[src/rtl/violet_pkg.sv]
// Shared definitions for the UART command deframer and its consumers.
//   frame_state_t : byte-framing FSM states (F_CSUM only used with CMD_CHECKSUM_EN)
//   rx_state_t    : bit-level UART receiver states
//   FRAME_BYTES   : bytes per command frame (3, or 4 with CMD_CHECKSUM_EN)
//   CMD_LEDS/CMD_BTN : command addresses understood by the register block
package violet_pkg;

  typedef enum logic [1:0] {
    F_ADDR = 2'd0,
    F_DLO  = 2'd1,
    F_DHI  = 2'd2,
    F_CSUM = 2'd3
  } frame_state_t;

  typedef enum logic [1:0] {
    RX_IDLE  = 2'd0,
    RX_START = 2'd1,
    RX_DATA  = 2'd2,
    RX_STOP  = 2'd3
  } rx_state_t;

`ifdef CMD_CHECKSUM_EN
  localparam int FRAME_BYTES = 4;
`else
  localparam int FRAME_BYTES = 3;
`endif

  localparam logic [7:0] CMD_LEDS = 8'd1;
  localparam logic [7:0] CMD_BTN  = 8'd2;

endpackage

[src/rtl/uart_rx_byte.sv]
// Bit-level 8N1 UART receiver with input synchroniser.
// Ports:
//   i_clk      : system clock
//   rst        : synchronous, active-low reset
//   uart_rx    : asynchronous serial line, idle high, LSB first
//   byte_valid : one-cycle pulse, rx_byte holds a byte with a good stop bit
//   byte_err   : one-cycle pulse, the stop bit was sampled low
//   rx_byte    : last assembled byte (holds between pulses)
//   rx_state   : current receiver state (debug / observability)
// Parameter BAUD_DIV: clock cycles per bit, even and >= 4.
// Output handshake: byte_valid/byte_err are strobes with no back-pressure;
// rx_byte is stable in the cycle either strobe is high.
module uart_rx_byte
  import violet_pkg::*;
#(
  parameter int BAUD_DIV = 128
) (
  input  logic      i_clk,
  input  logic      rst,
  input  logic      uart_rx,
  output logic      byte_valid,
  output logic      byte_err,
  output logic [7:0] rx_byte,
  output rx_state_t rx_state
);

  localparam int TW = $clog2(BAUD_DIV);
  localparam logic [TW-1:0] HALF_LAST = TW'(BAUD_DIV / 2 - 1);
  localparam logic [TW-1:0] BIT_LAST  = TW'(BAUD_DIV - 1);

  logic rx_meta, rx_sync;

  rx_state_t       state, state_n;
  logic [TW-1:0]   timer, timer_n;
  logic [2:0]      bit_cnt, bit_cnt_n;
  logic [7:0]      shift, shift_n;
  logic            valid_n, err_n;

  // Two-flop synchroniser; reset to the idle level so a reset never fakes a start bit.
  always_ff @(posedge i_clk) begin
    if (!rst) begin
      rx_meta <= 1'b1;
      rx_sync <= 1'b1;
    end else begin
      rx_meta <= uart_rx;
      rx_sync <= rx_meta;
    end
  end

  always_ff @(posedge i_clk) begin
    if (!rst) begin
      state      <= RX_IDLE;
      timer      <= '0;
      bit_cnt    <= '0;
      shift      <= '0;
      byte_valid <= 1'b0;
      byte_err   <= 1'b0;
    end else begin
      state      <= state_n;
      timer      <= timer_n;
      bit_cnt    <= bit_cnt_n;
      shift      <= shift_n;
      byte_valid <= valid_n;
      byte_err   <= err_n;
    end
  end

  always_comb begin
    state_n   = state;
    timer_n   = timer;
    bit_cnt_n = bit_cnt;
    shift_n   = shift;
    valid_n   = 1'b0;
    err_n     = 1'b0;
    case (state)
      RX_IDLE: begin
        timer_n = '0;
        if (!rx_sync) state_n = RX_START;
      end
      RX_START: begin
        // Re-check the line mid start bit; a short low pulse is dropped silently.
        if (timer == HALF_LAST) begin
          timer_n   = '0;
          bit_cnt_n = '0;
          state_n   = rx_sync ? RX_IDLE : RX_DATA;
        end else begin
          timer_n = timer + TW'(1);
        end
      end
      RX_DATA: begin
        if (timer == BIT_LAST) begin
          timer_n = '0;
          shift_n = {rx_sync, shift[7:1]};
          if (bit_cnt == 3'd7) state_n = RX_STOP;
          else                 bit_cnt_n = bit_cnt + 3'd1;
        end else begin
          timer_n = timer + TW'(1);
        end
      end
      RX_STOP: begin
        if (timer == BIT_LAST) begin
          timer_n = '0;
          state_n = RX_IDLE;
          if (rx_sync) valid_n = 1'b1;
          else         err_n   = 1'b1;
        end else begin
          timer_n = timer + TW'(1);
        end
      end
      default: begin
        state_n = RX_IDLE;
        timer_n = '0;
      end
    endcase
  end

  assign rx_byte  = shift;
  assign rx_state = state;

endmodule

[src/rtl/uart_cmd_deframer.sv]
// UART command deframer: assembles addr, data_lo, data_hi bytes into one
// command for the LED/button register block.
// Ports:
//   i_clk     : system clock
//   rst       : synchronous, active-low reset
//   uart_rx   : asynchronous serial input, idle high, 8N1, LSB first
//   cmd_en    : one-cycle strobe, cmd_addr/cmd_data carry a new command
//   cmd_addr  : command address, holds until the next cmd_en
//   cmd_data  : {data_hi, data_lo}, holds until the next cmd_en
//   frame_err : one-cycle strobe on a bad stop bit, timeout or checksum miss
// Handshake: cmd_en is a strobe with no back-pressure; the consumer must take
// cmd_addr/cmd_data in the cycle cmd_en is high. cmd_en and frame_err are
// never high together.
// Build option: define CMD_CHECKSUM_EN to require a 4th byte equal to
// addr ^ data_lo ^ data_hi before a command is issued.
module uart_cmd_deframer
  import violet_pkg::*;
#(
  parameter int BAUD_DIV     = 128,
  parameter int TIMEOUT_BITS = 32
) (
  input  logic        i_clk,
  input  logic        rst,
  input  logic        uart_rx,
  output logic        cmd_en,
  output logic [7:0]  cmd_addr,
  output logic [15:0] cmd_data,
  output logic        frame_err
);

  localparam int TO_W = $clog2(TIMEOUT_BITS * BAUD_DIV + 1);
  localparam logic [TO_W-1:0] TO_LIMIT = TO_W'(TIMEOUT_BITS * BAUD_DIV);

  logic       byte_valid, byte_err;
  logic [7:0] rx_byte;
  rx_state_t  rx_state;

  uart_rx_byte #(
    .BAUD_DIV (BAUD_DIV)
  ) u_rx (
    .i_clk      (i_clk),
    .rst        (rst),
    .uart_rx    (uart_rx),
    .byte_valid (byte_valid),
    .byte_err   (byte_err),
    .rx_byte    (rx_byte),
    .rx_state   (rx_state)
  );

  frame_state_t    f_state, f_state_n;
  logic [7:0]      addr_sh, addr_sh_n;
  logic [7:0]      dlo_sh, dlo_sh_n;
  logic [TO_W-1:0] to_cnt, to_cnt_n;
  logic            cmd_en_n, frame_err_n;
  logic [7:0]      cmd_addr_n;
  logic [15:0]     cmd_data_n;
  logic            rx_busy;
`ifdef CMD_CHECKSUM_EN
  logic [7:0]      dhi_sh, dhi_sh_n;
`endif

  // The timeout measures idle line time between bytes, so it is held at zero
  // while the receiver is in the middle of a byte.
  assign rx_busy = (rx_state != RX_IDLE);

  always_ff @(posedge i_clk) begin
    if (!rst) begin
      f_state   <= F_ADDR;
      addr_sh   <= '0;
      dlo_sh    <= '0;
      to_cnt    <= '0;
      cmd_en    <= 1'b0;
      frame_err <= 1'b0;
      cmd_addr  <= '0;
      cmd_data  <= '0;
`ifdef CMD_CHECKSUM_EN
      dhi_sh    <= '0;
`endif
    end else begin
      f_state   <= f_state_n;
      addr_sh   <= addr_sh_n;
      dlo_sh    <= dlo_sh_n;
      to_cnt    <= to_cnt_n;
      cmd_en    <= cmd_en_n;
      frame_err <= frame_err_n;
      cmd_addr  <= cmd_addr_n;
      cmd_data  <= cmd_data_n;
`ifdef CMD_CHECKSUM_EN
      dhi_sh    <= dhi_sh_n;
`endif
    end
  end

  always_comb begin
    f_state_n   = f_state;
    addr_sh_n   = addr_sh;
    dlo_sh_n    = dlo_sh;
    to_cnt_n    = to_cnt;
    cmd_en_n    = 1'b0;
    frame_err_n = 1'b0;
    cmd_addr_n  = cmd_addr;
    cmd_data_n  = cmd_data;
`ifdef CMD_CHECKSUM_EN
    dhi_sh_n    = dhi_sh;
`endif
    // Byte events take priority over the timeout, so a byte landing on the
    // expiry cycle is kept and the counter restarts.
    if (byte_err) begin
      frame_err_n = 1'b1;
      f_state_n   = F_ADDR;
      to_cnt_n    = '0;
    end else if (byte_valid) begin
      to_cnt_n = '0;
      case (f_state)
        F_ADDR: begin
          addr_sh_n = rx_byte;
          f_state_n = F_DLO;
        end
        F_DLO: begin
          dlo_sh_n  = rx_byte;
          f_state_n = F_DHI;
        end
`ifdef CMD_CHECKSUM_EN
        F_DHI: begin
          dhi_sh_n  = rx_byte;
          f_state_n = F_CSUM;
        end
        F_CSUM: begin
          if (rx_byte == (addr_sh ^ dlo_sh ^ dhi_sh)) begin
            cmd_en_n   = 1'b1;
            cmd_addr_n = addr_sh;
            cmd_data_n = {dhi_sh, dlo_sh};
          end else begin
            frame_err_n = 1'b1;
          end
          f_state_n = F_ADDR;
        end
`else
        F_DHI: begin
          cmd_en_n   = 1'b1;
          cmd_addr_n = addr_sh;
          cmd_data_n = {rx_byte, dlo_sh};
          f_state_n  = F_ADDR;
        end
`endif
        default: begin
          f_state_n = F_ADDR;
        end
      endcase
    end else if (f_state == F_ADDR || rx_busy) begin
      to_cnt_n = '0;
    end else if (to_cnt == TO_LIMIT) begin
      frame_err_n = 1'b1;
      f_state_n   = F_ADDR;
      to_cnt_n    = '0;
    end else begin
      to_cnt_n = to_cnt + TO_W'(1);
    end
  end

endmodule

[config.mk]
export PLATFORM = sky130hd
export DESIGN_NAME = uart_cmd_deframer
export DESIGN_NICKNAME = d
export VERILOG_FILES = /design/src/rtl/violet_pkg.sv /design/src/rtl/uart_rx_byte.sv /design/src/rtl/uart_cmd_deframer.sv
export SDC_FILE = /design/constraint.sdc
export NUM_CORES = 1
export LEC_CHECK = 0
export BUFFER_PORTS_ARGS = -buffer_cell sky130_fd_sc_hd__buf_2
export CAP_MARGIN = 30
export CORE_UTILIZATION = 29
export CTS_CLUSTER_SIZE = 14
export DETAILED_ROUTE_END_ITERATION = 10
export SLEW_MARGIN = 10
export SYNTH_ARGS = -nofsm -noshare
export SYNTH_HDL_FRONTEND = slang
export SYNTH_SLANG_ARGS = --single-unit
[constraint.sdc]
create_clock -name i_clk -period 3.98 [get_ports i_clk]
set_input_delay 0.796 -clock i_clk [delete_from_list [all_inputs] [get_ports i_clk]]
set_output_delay 0.796 -clock i_clk [all_outputs]
set_load 0.03 [all_outputs]
# Yosys cells after proc, flatten, opt, wreduce, memory -nomap -nowiden
# Index checks and enable logic that the tools add are counted.
# totals
regBits,81
latchBits,0
ram_bits,0
mem_bits_ro,0
in_bits,3
output_inout_bits,26
elab_cells,81
n_memories,0
# classes
addsub,3
n_mul,0
n_div,0
magnitude_cmp,0
eq_ne,16
n_shift,0
muxes,25
bitwise,3
n_reduce_logical,18
# op_table
operator,count
7-bit case mux with 3 select lines,1
2-bit 2-to-1 mux,9
7-bit 2-to-1 mux,2
13-bit by 1-bit adder with 13-bit output (second input constant),1
13-bit == test (second input constant),1
3-bit AND reduction,4
2-bit by 1-bit != test with 1-bit output (second input constant),5
3-bit 2-to-1 mux,3
2-bit case mux with 4 select lines,1
7-bit by 1-bit adder with 7-bit output (second input constant),1
7-bit by 6-bit == test with 1-bit output (second input constant),1
7-bit == test (second input constant),1
1-bit 2-to-1 mux,7
2-bit == test (second input constant),3
3-bit case mux with 2 select lines,1
2-bit nonzero test,3
5-bit AND reduction,1
5-bit OR reduction,1
2-bit by 1-bit == test with 1-bit output (second input constant),2
2-bit logical NOT,2
2-bit != test (second input constant),2
2-bit case mux with 2 select lines,1
2-bit AND reduction,2
4-bit AND reduction,1
6 further kinds,9

# Longest topological paths before layout
# Gate-level depths: netlist of the first run.
# logic_depth
depth_word,5
ltp_mapped,6

# Hierarchy
# From an unflattened synthesis of the first run, not the netlist that was laid out.
# unflattened
cells_unflattened,362
area_unflattened_um2,3499.6
# modules_own_cells
module,n_inst,cells_each,area_each_um2,seq_area_each_um2
uart_cmd_deframer,1,258,2409.8,1141.1
uart_rx_byte,1,104,1089.8,480.5

# Worst setup path before layout of the first run
# Ideal clock, no wire load.
# synth_path
kind,flip-flop to flip-flop
from,register u_rx.bit_cnt[0]
to,register u_rx.bit_cnt[0]
setup_ns,0.079
arrival_time_ns,1.691
required_time_ns,3.901
path_slack_ns,2.210
stages_incl_launch_ff,6
path_buffers,0
period_less_slack_ns,1.770
path_cell_list,dfxtp_1 -> ha_1 -> ha_1 -> or3b_2 -> or4_1 -> o211ai_1
# synth_between
elab_chain_cells,4
word_cells_on_any_way,7
cone_classes,1 x add/sub; 2 x eq/ne; 3 x mux; 1 x reduce/logical
# synth_rtl
item,line_no,text
from (decl),uart_rx_byte.sv:35,"logic [2:0] bit_cnt, bit_cnt_n;"
from (signal assigned),uart_rx_byte.sv:61,bit_cnt <= bit_cnt_n;
3-bit by 1-bit adder with 3-bit output,uart_rx_byte.sv:95,else bit_cnt_n = bit_cnt + 3'd1;
3-bit 2-to-1 mux,uart_rx_byte.sv:94,if (bit_cnt == 3'd7) state_n = RX_STOP;
3-bit 2-to-1 mux,uart_rx_byte.sv:91,if (timer == BIT_LAST) begin
3-bit case mux with 2 select lines,uart_rx_byte.sv:75,case (state)
# Several ways; a longest one is shown, not always the timed one. The select of a mux whose other input is x is not followed.
# A chain may end at the register's enable or synchronous reset.

# Worst setup path in the final report of the first run
# Same ends and word-level chain as after synthesis.

==> impl_metrics.csv, run 1 <==
group,metric,value,unit
status,outcome,"complete, but fails checks",
status,violations,"DRC",
sta,hold_violations,0,
synth,synthTopCellsByCount,"dfxtp_1 (81), nand2_1 (80), a21boi_0 (28)",
synth,synth_top_area_cell,"dfxtp_1",
pwr,p_sw,332.8,uW
layout,synthToLayoutAreaGrowth,16.58,%
sta,finalSetupTns,0,ps
drt,drtAntennaViolNets,0,
global_routing,globalRouteOverflowTotal,0,
sta,fmax,534.6,MHz
pwr,leakagePower,1.354,nW
placed_design,io_buffers,28,
layout,final_util,34.99,%
sta,hold_ws,406.9,ps
sta,period_needed,1871,ps
worst_setup_path,cp_slowest_cell,"or4_1",
clocking,cts_sinks,81,
placed_design,hpwl,4813,um
layout,fin_area,0.004046,sq mm
drt,vias,2697,
worst_setup_path,regToRegStartpoint,"u_rx.bit_cnt[0]",
drt,route.detailed.drc,4,
layout,n_fill_cell,1186,
synth,syn_avg_cell_area,9.355,sq um
drt,drt_iter0_drc,161,
synth,synth_most_common_cell,"dfxtp_1",
sta,fin_skew,7.125,ps
pwr,p_int,1.320,mW
worst_setup_path,cp.required,4230,ps
synth,synthCells,371,
synth,synth_edf_count,0,
synth,yosys-top-cells-area,"dfxtp_1 (47%), nand2_1 (8.7%), a21boi_0 (6.1%)",
worst_setup_path,slowest_delay,480,ps
pwr,combPwrFrac,1.4,%
min_path,holdPathEnd,"u_rx.rx_sync",
worst_setup_path,crit_path_end_kind,"flop",
clocking,post_cts_buffers,0,
worst_setup_path,crit_path_cell_trace,"ha_1, ha_1, or3b_2, or4_1, o211ai_1",
clocking,insertion_delay,330,ps
floorplanning,core,0.01156,sq mm
synth,syn_area,0.003471,sq mm
floorplanning,initial_core_util,30.01,%
sta,grt_setup_unrepaired,"false",
drt,routed_wl,7140,um
sta,slew_viol_final,0,
pwr,sw_frac_of_total,20.13,%
clocking,numCtsBuffers,9,
layout,multi_input_area,0.001747,sq mm
sta,worst_slew_pin_slew,785.9,ps
flow_run,cap_viol_max_count,0,
floorplanning,die_h,111.4,um
pwr,peakVddDrop,0.2311,mV
global_routing,antenna_found_initial,0,
synth,synth-seq-area-share,46.72,%
drt,viasPerCell,4.994,
global_routing,grt_max_degree,69,
layout,fin_nets,401,
floorplanning,rows,39,
sta,setup_violations,0,
global_routing,grt_pass1_wl,12520,um
pwr,seqPwrFrac,49.3,%
min_path,holdCritStartpoint,"u_rx.rx_meta",
worst_setup_path,worstSetupPathType,"reg2reg",
placed_design,place_area,0.003751,sq mm
pwr,power_density,408.6,mW/mm^2
global_routing,groute.usage.overall,12.44,%
worst_setup_path,crit_top_cell,"ha_1",
worst_setup_path,crit_arrival,2120,ps
synth,synth_top_area_share,46.72,%
worst_setup_path,r2r_end,"u_rx.bit_cnt[0]",
floorplanning,io_pins,29,
layout,regArea,0.001622,sq mm
clocking,htreeDepth,3,
worst_setup_path,reg2reg_slack,2110,ps
synth,synth-seq-cells,81,
clocking,cts_resized,0,
synth,ys_warn_count,0,
floorplanning,die-area,0.01241,sq mm
min_path,holdPathStages,1,
floorplanning,fp.dieW,111.4,um
sta,relSlewSlack,47.47,%
clocking,clkSlewWorstSetupHoldPaths,60,ps
worst_setup_path,startpoint_type,"flop",
worst_setup_path,cp_max_fo,4,
pwr,pwr-share-clk,49.3,%
clocking,cts_root_buffer,"clkbuf_16",
sta,post-route-period-util,47.00,%
drt,firstDrtPassIters,7,
clocking,cts_tree,"built",
drt,wire_per_inst,13.22,um
layout,n_antenna_cell,0,
min_path,hold_path_class,"reg2reg",
synth,yosysUniqueCellTypes,60,
synth,synth_flop_cell,"dfxtp_1",
worst_setup_path,r2r_cells,5,
clocking,cts_hold_buf,0,
global_routing,grt_pass1_vias,2591,
layout,layout-drive-gt1-share,16.62,%
clocking,cts_buffer_depth,2,
synth,synthArstFlopShare,0,%
placed_design,gp_congestion,0.7664,
synth,syn_nets,379,
==> registers in the layout, indices dropped and copies added (netlist names), named ones only <==
register	cells
addr_sh	8
u_rx.bit_cnt	3
u_rx.byte_err	1
u_rx.rx_byte	8
cmd_data	16
f_state	2
u_rx.timer	7
cmd_addr	8
u_rx.rx_state	1
frame_err	1
u_rx.rx_sync	1
dlo_sh	8
u_rx.byte_valid	1
cmd_en	1
to_cnt	13
u_rx.rx_meta	1
==> cell usage in the layout (no fill, tap or decap), types with 2 or more instances in the layout <==
master,count
buf_2,28
nand2_1,80
a21boi_1,5
nor4_1,4
nand4_2,2
o21ai_0,7
o211ai_1,2
o31ai_1,3
dfxtp_1,81
o2111ai_1,2
nor2b_1,10
xnor2_1,2
nor2_1,2
or4_1,2
buf_4,3
clkbuf_16,9
and4_1,3
or4bb_1,2
mux2i_1,16
inv_1,7
nor4_4,2
nand4_1,7
nand3b_1,4
and2_1,2
a21oi_1,8
or3b_2,2
a211oi_1,6
nor3_1,7
or3_1,6
clkinv_2,2
or4_4,2
ha_1,5
a21boi_0,28
nand3_1,9
nand2b_1,2
xor2_1,5
==> power groups by stage <==
stage	combinational (mW)	sequential, mW	clock (mW)
final	0.0228	0.815	0.815
after global placement	0.0229	0.833	0
after global routing	0.0255	0.815	0.874
after detailed placement	0.0233	0.833	0
after floorplan	0.0199	0.832	0
after CTS	0.0234	0.815	0.834
==> cell type report <==
| class | instances | area share, % |
|---|---|---|
| Multi-Input combinational cell | 262 | 43.17 |
| Sequential cell | 81 | 40.07 |
| Clock buffer | 10 | 5.906 |
| Tap cell | 143 | 4.422 |
| Timing Repair Buffer | 32 | 4.391 |
| Clock inverter | 5 | 1.391 |
| Inverter | 7 | 0.6494 |
==> worst max-delay path: cells and delay by family, from the launching register on <==
kind                       cells  cell delay (ps)
DFF                            1              340
adders and majority gates      2              440
AOI/OAI and AO/OA              1               90
and+or+nand+nor                2              940
==> through the flow <==
| step | setup WS, ps | instances | power, mW |
|---|---|---|---|
| finish | 2109 | 540 | 1.653 |
| global route | 1949 | 540 | 1.714 |
| CTS | 2074 | 540 | 1.672 |
| detailed placement | 1755 | 525 | 0.8568 |
| global placement | 1839 | 524 | 0.8563 |
| floorplan | 2210 | 371 | 0.8517 |
==> worst max path at each step <==
stage	from	cells after the start	end
after floorplan	u_rx.bit_cnt[0]	5	u_rx.bit_cnt[0]
after global routing	rst	4	to_cnt[11]
after CTS	rst	4	to_cnt[11]
after global placement	rst	4	to_cnt[11]
final	u_rx.bit_cnt[0]	5	u_rx.bit_cnt[0]
after detailed placement	rst	4	to_cnt[11]
==> cells by family (layout without fill, tap and decap cells) <==
family / Yosys count / count (layout) / share of synthesized area (%)
AO/OA/AOI/OAI: 72 / 72 / 15.10
AND/OR/NAND/NOR: 162 / 162 / 26.42
adder cells (fa/ha/maj): 5 / 5 / 1.802
multiplexers: 16 / 16 / 4.614
XOR/XNOR: 7 / 7 / 1.766
buffers and inverters: 28 / 54 / 3.569
flip-flops: 81 / 81 / 46.72
==> metal layers <==
metal | share of wire (%) | wire length, um | global-route usage, % | vias up
li1 | - | - | - | 1365
met1 | 47 | 3374 | 15.81 | 1278
met2 | 48 | 3414 | 20.58 | 46
met3 | 3.6 | 256 | 3.157 | 8
met4 | 1.3 | 95 | 4.144 | 0
met5 | 0 | 0 | 0 | -
Note: power is estimated with default switching activity, not from simulation.
==> inputs of run 2 (changes only) <==
==> constraint.sdc (replaced) <==
create_clock -name i_clk -period 1.7 [get_ports i_clk]
set_input_delay 0.34 -clock i_clk [delete_from_list [all_inputs] [get_ports i_clk]]
set_output_delay 0.34 -clock i_clk [all_outputs]
set_load 0.03 [all_outputs]
==> run 2 against run 1 <==
The flow still finishes with violations (DRC). Via count increased by 3.3%. Combinational power grew to 2.9 times the previous value. Worst setup slack lost 2000 ps. Sequential power increased by 130%. Fmax grew 15%. Clock skew grew 0.81 ps. Critical path type unchanged. Largest cell class unchanged. Largest power group unchanged.
==> impl_metrics.csv, run 2 (same netlist as run 1, synthesis figures left out) <==
group,metric,value,unit
drt,drtAntennaViolNets,0,
placed_design,hpwl,4856,um
floorplanning,die_h,111.4,um
layout,n_antenna_cell,0,
floorplanning,die-area,0.01241,sq mm
placed_design,post-place-ws,-49.99,ps
drt,vias,2785,
global_routing,globalRouteOverflowTotal,0,
layout,final_cell_mix,"nand2_1 (79), dfxtp_1 (79), a21boi_0 (28), buf_2 (28), buf_4 (22)",
sta,post-route-period-util,95.86,%
sta,hold_violations,0,
placed_design,gp_congestion,0.7631,
sta,fmax,613.6,MHz
clocking,cts_hold_buf,0,
layout,instances_no_fill,560,
drt,wire_per_inst,12.63,um
sta,finalSetupTns,0,ps
global_routing,grt_pass1_vias,2657,
sta,period_needed,1630,ps
sta,slew_viol_final,0,
status,outcome,"complete, but fails checks",
worst_setup_path,cp.required,1910,ps
worst_setup_path,crit_top_cell,"ha_4",
worst_setup_path,worstSetupPathType,"reg2reg",
clocking,clkSlewWorstSetupHoldPaths,60,ps
layout,top_regs,"cmd_data x16, to_cnt x13",
worst_setup_path,path_buf_inv,0,
layout,fin_nets,420,
sta,worst_slew_pin_slew,373.8,ps
flow_run,cap_viol_max_count,0,
clocking,cts_tree,"built",
sta,relSlewSlack,75.01,%
worst_setup_path,cp_slowest_cell,"or4bb_1",
placed_design,io_buffers,28,
global_routing,groute.usage.overall,12.11,%
global_routing,grt_pass1_wl,12190,um
drt,firstDrtPassIters,7,
drt,wl_met3,245,um
pwr,power_density,895.6,mW/mm^2
drt,highest_layer,"met4",
global_routing,antenna_found_initial,0,
worst_setup_path,crit_arrival,1840,ps
worst_setup_path,crit_path_end_kind,"flop",
clocking,cts_sinks,81,
clocking,cts_buffer_depth,2,
pwr,peakVddDrop,0.4202,mV
global_routing,grt_max_degree,49,
worst_setup_path,path_delay_family,"simple AND/OR/NAND/NOR gates",
clocking,cts_root_buffer,"clkbuf_16",
min_path,hold_path_class,"in2reg",
layout,synthToLayoutAreaGrowth,22.28,%
clocking,htreeDepth,3,
worst_setup_path,crit_path_cell_trace,"ha_4, ha_4, or4bb_1, a211oi_2, o21ai_0",
placed_design,dp_cells,543,
clocking,numCtsBuffers,9,
sta,hold_ws,199.9,ps
floorplanning,core,0.01156,sq mm
layout,final_util,36.70,%
sta,setup_violations,0,
drt,wl_met1,3367,um
sta,fin_skew,7.931,ps
layout,layout-drive-gt1-share,22.54,%
sta,grt_setup_unrepaired,"false",
floorplanning,io_pins,29,
pwr,leakagePower,1.440,nW
drt,drt_iter0_drc,164,
worst_setup_path,startpoint_type,"flop",
floorplanning,initial_core_util,30.01,%
sta,setup_ws,70.37,ps
drt,wl_met2,3355,um
drt,viasPerCell,4.973,
worst_setup_path,slowest_delay,500,ps
clocking,insertion_delay,330,ps
layout,regMostFlops,"cmd_data",
floorplanning,fp.dieW,111.4,um
status,violations,"DRC",
drt,routed_wl,7071,um
drt,route.detailed.drc,12,
worst_setup_path,cp_max_fo,4,
layout,largest_register_ffs,16,
floorplanning,rows,39,
## run 2: changes by cell type in the layout (fill, tap and decap cells not counted), moves of 2 or more
cell     before  now
ha_4          0    2
ha_1          5    2
dfxtp_2       0    2
buf_4         3   22
dfxtp_1      81   79
## run 2: timing repair
item,4_1_cts,5_1_grt
setup endpoints to repair,3,8
resized for setup,5,5
pin swaps,3,2
buffers inserted,1,0
## run 2: report_power, final
group	total [mW]	internal (mW)	leakage (nW)	switching (mW)
Combinational	0.0664	0.0315	0.648	0.0350
Sequential	1.91	1.90	0.654	0.00372
Clock	1.83	1.07	0.138	0.756
## run 2: cell type report
type	instances	area (sq um)
Tap cell	143	178.9
Clock buffer	11	252.7
Clock inverter	5	37.54
Inverter	7	26.28
Fill cell	1154	7321
Timing Repair Buffer	51	325.3
Multi-Input combinational cell	262	1799
Sequential cell	81	1624
## run 2: layer usage
metal / vias up / track usage [%]
met1: 1325 / 14.52
met4: 0 / 5.405
li1: 1402 / -
met5: - / 0
met2: 50 / 20.42
met3: 8 / 3.103
## run 2: worst paths after layout
path,end,depth (start not counted),slack (ps),start
hold / removal,u_rx.rx_meta,2,200,uart_rx
setup reg to reg,u_rx.bit_cnt[1],5,70,u_rx.bit_cnt[1]
hold reg to reg,u_rx.rx_sync,1,410,u_rx.rx_meta
setup / recovery,u_rx.bit_cnt[1],5,70,u_rx.bit_cnt[1]
## run 2: metrics by stage
stage / area [sq um] / power [mW]
5_1_grt: 4244 / 3.952
6_report: 4244 / 3.801
2_1_floorplan: 3476 / 1.994
3_5_place_dp: 3896 / 2.014
3_3_place_gp: 3896 / 2.013
4_1_cts: 4219 / 3.850
